## src/rtl/serial_subtractor_if.sv

```systemverilog
// Start/done handshake and operand/result bus for the bit-serial subtractor.
// The master issues operations; the slave (the subtractor) reports status and results.
interface serial_subtractor_if #(
    parameter int WIDTH = 8
);
    logic             start;
    logic [WIDTH-1:0] a;
    logic [WIDTH-1:0] b;
    logic             bin;
    logic             busy;
    logic             done;
    logic [WIDTH-1:0] d;
    logic             bout;

    // Handshake: start is taken only while the slave is idle or done (busy=0).
    // An accepted start captures a/b/bin on that edge. busy stays high for
    // WIDTH cycles, then done pulses for one cycle with d/bout valid, and
    // d/bout hold until the next completion or reset.
    modport master (
        output start, a, b, bin,
        input  busy, done, d, bout
    );

    modport slave (
        input  start, a, b, bin,
        output busy, done, d, bout
    );
endinterface

```

## src/rtl/serial_subtractor.sv

```systemverilog
// Bit-serial N-bit subtractor: d = a - b - bin, one bit per clock, LSB first,
// with a borrow flip-flop and a start/done handshake for back-to-back issue.
module serial_subtractor #(
    parameter int WIDTH = 8
) (
    input  logic                 clk,
    input  logic                 rst,
    serial_subtractor_if.slave   bus,
    output logic [1:0]           state_dbg
);
    localparam int CW = (WIDTH > 1) ? $clog2(WIDTH) : 1;
    localparam logic [CW-1:0] LAST = CW'(WIDTH - 1);

    typedef enum logic [1:0] {
        IDLE = 2'd0,
        RUN  = 2'd1,
        DONE = 2'd2
    } state_t;

    state_t           state;
    logic [WIDTH-1:0] sa;
    logic [WIDTH-1:0] sb;
    logic [WIDTH-1:0] sd;
    logic             br;
    logic [CW-1:0]    cnt;

    logic             x;
    logic             y;
    logic             diff_bit;
    logic             next_br;
    logic [WIDTH-1:0] sd_next;

    // Full-subtractor cell on the current LSBs.
    assign x        = sa[0];
    assign y        = sb[0];
    assign diff_bit = x ^ y ^ br;
    assign next_br  = (~x & y) | (~(x ^ y) & br);
    assign sd_next  = {diff_bit, sd[WIDTH-1:1]};

    assign state_dbg = state;

    always_ff @(posedge clk) begin
        if (rst) begin
            state    <= IDLE;
            sa       <= '0;
            sb       <= '0;
            sd       <= '0;
            br       <= 1'b0;
            cnt      <= '0;
            bus.busy <= 1'b0;
            bus.done <= 1'b0;
            bus.d    <= '0;
            bus.bout <= 1'b0;
        end else begin
            bus.done <= 1'b0;
            case (state)
                IDLE, DONE: begin
                    if (bus.start) begin
                        sa       <= bus.a;
                        sb       <= bus.b;
                        br       <= bus.bin;
                        sd       <= '0;
                        cnt      <= '0;
                        bus.busy <= 1'b1;
                        state    <= RUN;
                    end else begin
                        bus.busy <= 1'b0;
                        state    <= IDLE;
                    end
                end
                RUN: begin
                    sa  <= sa >> 1;
                    sb  <= sb >> 1;
                    sd  <= sd_next;
                    br  <= next_br;
                    cnt <= cnt + 1'b1;
                    // Last bit: publish the result including this cycle's bit.
                    if (cnt == LAST) begin
                        bus.d    <= sd_next;
                        bus.bout <= next_br;
                        bus.done <= 1'b1;
                        bus.busy <= 1'b0;
                        state    <= DONE;
                    end
                end
                default: begin
                    bus.busy <= 1'b0;
                    state    <= IDLE;
                end
            endcase
        end
    end
endmodule

```

## src/flat_wrapper.sv

```systemverilog
// flat-port wrapper written by rule: the top's interface ports become plain ports
module serial_subtractor_flat 
#(
    parameter int WIDTH = 8
)
  (clk, rst, state_dbg, bus_start, bus_a, bus_b, bus_bin, bus_busy, bus_done, bus_d, bus_bout);
  serial_subtractor_if #(.WIDTH(WIDTH)) bus_i ();
  input  logic clk;
  input  logic rst;
  output logic [1:0] state_dbg;
  input wire logic [$bits(bus_i.start)-1:0] bus_start;
  input wire logic [$bits(bus_i.a)-1:0] bus_a;
  input wire logic [$bits(bus_i.b)-1:0] bus_b;
  input wire logic [$bits(bus_i.bin)-1:0] bus_bin;
  output wire logic [$bits(bus_i.busy)-1:0] bus_busy;
  output wire logic [$bits(bus_i.done)-1:0] bus_done;
  output wire logic [$bits(bus_i.d)-1:0] bus_d;
  output wire logic [$bits(bus_i.bout)-1:0] bus_bout;
  assign bus_i.start = bus_start;
  assign bus_i.a = bus_a;
  assign bus_i.b = bus_b;
  assign bus_i.bin = bus_bin;
  assign bus_busy = bus_i.busy;
  assign bus_done = bus_i.done;
  assign bus_d = bus_i.d;
  assign bus_bout = bus_i.bout;
  serial_subtractor #(.WIDTH(WIDTH)) u_core (.clk(clk), .rst(rst), .bus(bus_i), .state_dbg(state_dbg));
endmodule
```

## config.mk

```make
export PLATFORM = sky130hd
export DESIGN_NAME = serial_subtractor_flat
export DESIGN_NICKNAME = d
export VERILOG_FILES = /design/src/rtl/serial_subtractor_if.sv /design/src/rtl/serial_subtractor.sv /design/src/flat_wrapper.sv
export SDC_FILE = /design/constraint.sdc
export NUM_CORES = 1
export LEC_CHECK = 0
export CAP_MARGIN = 30
export CORE_MARGIN = 1
export CORE_UTILIZATION = 30
export DETAILED_ROUTE_END_ITERATION = 10
export HOLD_SLACK_MARGIN = 0.1
export PLACE_DENSITY = 0.6
export SLEW_MARGIN = 10
export SYNTH_ARGS = -nofsm -noshare
export SYNTH_HDL_FRONTEND = slang
export SYNTH_SLANG_ARGS = --single-unit
```

## constraint.sdc

```tcl
create_clock -name clk -period 2.3 [get_ports clk]
set_clock_uncertainty 0.15 [all_clocks]
set_input_delay 0.69 -clock clk [delete_from_list [all_inputs] [get_ports clk]]
set_output_delay 0.69 -clock clk [all_outputs]
set_load 0.03 [all_outputs]
```

==> run_results.csv <==
group,metric,value,unit
critical_path,crit_type,"reg -> out",
floorplan,dieArea,5549,sq um
cells_and_area,drive_gt1_share,8.531,%
route,antenna_left,0,
synth,ys_ff_latch,40,
synth,synth_area_per_cell,8.807,sq um
flow_run,cap_violations,0,
global_route,grt_use_total,13.67,%
clocking,insertion_delay,290,ps
clocking,cts_made_buffers,5,
route,finalWirelength,3322,um
route,wl_per_cell,11.82,um
route,wl_met1,1677,um
clocking,clk_pin_slew,70,ps
floorplan,die_y,74.49,um
cells_and_area,area_growth,31.83,%
pwr,p_leak,0.0007268,uW
critical_path,crit_buf_inv,1,
synth,yosys.area.top_type_share,50.79,%
timing,rsz0062_at_grt,"false",
placed_design,dpl.hpwl,2097,um
synth,ys_warn_count,0,
synth,synthCells,179,
route,wl_met2,1484,um
synth,synth_fp_nets,202,
critical_path,crit_slowest_cell,"clkdlybuf4s50_1",
global_route,grt_pass1_wl,5733,um
critical_path,critical_path.top_delay_family,"buffers and inverters",
timing,max_slew.worst_pin.slew,455.0,ps
timing,setup_tns,0,ps
floorplan,core_area,5075,sq um
synth,ys_seq_area_share,50.79,%
critical_path,end_kind,"primary output",
route,drc,0,
synth,synth.distinct_cells,22,
pwr,ir_drop,264.8,uV
critical_path,startpoint_type,"register",
outcome,status,"finished, final reports clean",
critical_path,crit_chain,"clkdlybuf4s50_1",
clocking,root_buffer,"clkbuf_8",
synth,synth.area.top_cells,"dfxtp_1, nor3_1, a21oi_1, nand3_1, o22ai_1",
clocking,htree_levels,2,
timing,finalSetupViolCount,0,
timing,finalMaxSlewViolations,0,
route,drt_iter0_markers,77,
clocking,cts_tree,"done",
timing,fmax,460.3,MHz
pwr,powerDensity,725.7,nW/um^2
timing,relSlewSlack,69.67,%
floorplan,num_rows,26,
route,dr.pass1.iters,4,
cells_and_area,insertedDiodeCount,0,
floorplan,die_width,74.49,um
route,topRoutingLayerUsed,"met4",
worst_hold_path,worstHoldPathType,"reg -> reg",
global_route,grt_pass1_vias,1292,
route,via_per_inst,4.783,
timing,period_needed,2173,ps
clocking,clock-sinks,40,
route,vias,1344,
route,met3_length,95,um
critical_path,crit_required,1460,ps
global_route,grt_max_degree,41,
placed_design,place_congestion,0.7155,
cells_and_area,fin_util,40.95,%
critical_path,crit_path_max_fanout,4,
synth,synth_area,1577,sq um
timing,finalHoldViolations,0,
clocking,clock_path_buffers,2,
critical_path,critPathMaxStageDelay,680,ps
placed_design,io_buffers,32,
synth,synth_top_cell_by_area,"dfxtp_1",
timing,min_period_over_period,94.46,%
critical_path,r2r_slack,790,ps
global_route,antenna_found_initial,0,
floorplan,io_pins,33,
global_route,overflow,0,
critical_path,cp.arrival,1330,ps
cells_and_area,nNetsFinal,233,
floorplan,start_util,31.07,%
[sequential cells by signal (all words and copies together) (netlist names)]
| register | count |
|---|---|
| u_core.bus.bout | 1 |
| u_core.bus.d | 8 |
| u_core.cnt | 3 |
| u_core.bus.busy | 1 |
| u_core.sa | 8 |
| u_core.bus.done | 1 |
| u_core.sb | 8 |
| u_core.br | 1 |
| u_core.state_dbg | 2 |
| u_core.sd | 7 |
[cell families after synthesis]
group	after synthesis	share of synthesized area [%]
simple gates	76	23.17
compound gates	41	15.79
buf+inv	19	7.381
flops	40	50.79
fa+ha+maj	3	2.857
[metal layers]
metal	up-vias	global-route usage [%]
li1	697	-
met1	621	17.69
met2	21	21.22
met3	5	3.659
met4	0	6.289
met5	-	0
[synth_stat cells]
cell type,instances
fa_1,1
a311oi_2,2
nor2_1,3
a2bb2oi_1,1
ha_1,2
clkbuf_1,3
nand3_1,21
inv_1,2
nor3_1,26
a21oi_1,23
buf_6,4
nand3b_1,2
nor2b_1,1
buf_1,2
nand2_1,19
buf_2,6
dfxtp_1,40
o22ai_1,14
and2b_1,1
o21a_1,1
nand2b_1,3
buf_4,2
[placed cells by master (no fill, tap or decap), drive strengths merged, types with 2 or more instances in the layout]
master	count
nor2	3
o22ai	14
nand3b	2
nand2	19
ha	2
nand3	21
buf	9
a311oi	2
clkbuf	6
dfxtp	40
a21oi	23
inv	2
clkdlybuf4s50	31
nand2b	3
nor3	26
[timing repair]
action,CTS,global route
setup buffers,0,0
gates resized for setup,0,1
hold buffers,0,0
endpoints found under the setup margin,0,1
[cell type report]
| type | count | area, sq um |
|---|---|---|
| timing repair buffer | 41 | 415.4 |
| fill | 558 | 2997 |
| multi-input combinational | 120 | 659.4 |
| sequential | 40 | 800.8 |
| tap | 70 | 87.58 |
| clock buffer | 6 | 72.57 |
| clock inverter | 2 | 35.03 |
| inverter | 2 | 7.507 |
[power breakdown]
| part | switching (uW) | leakage [uW] | internal [uW] |
|---|---|---|---|
| logic | 105 | 0.000345 | 101 |
| clock network | 232 | 0.0000552 | 322 |
| registers | 20.0 | 0.000327 | 728 |
| total | 357 | 0.000727 | 1150 |
[tightest hold or removal path, delay by kind of cell, from the launching register on]
| kind | cells | cell delay (ps) |
|---|---|---|
| DFF | 1 | 310 |
| and+or+nand+nor | 1 | 50 |
| AOI/OAI and AO/OA | 1 | 50 |
[path summary, 6_finish.rpt]
path | start | end | cells past startpoint
setup / recovery | u_core.state_dbg[1] | state_dbg[1] | 1
hold / removal | u_core.bus.d[7] | u_core.bus.d[7] | 2
setup reg to reg | u_core.state_dbg[0] | u_core.bus.d[1] | 4
hold reg to reg | u_core.bus.d[7] | u_core.bus.d[7] | 2
[per-stage QoR]
step                cell area (sq um)  hold slack [ps]  cells  power (uW)  worst slack, ps
floorplan                        1577            293.9    179       902.4            732.0
global placement                 1968            294.3    273       969.7            330.7
detailed placement               1968            298.7    273       971.8            331.2
CTS                              2076            309.3    281        1528            40.31
global route                     2078            337.4    281        1584            42.83
finish                           2078            304.5    281        1508            127.4
No activity file was read; power rests on OpenSTA's default activity.
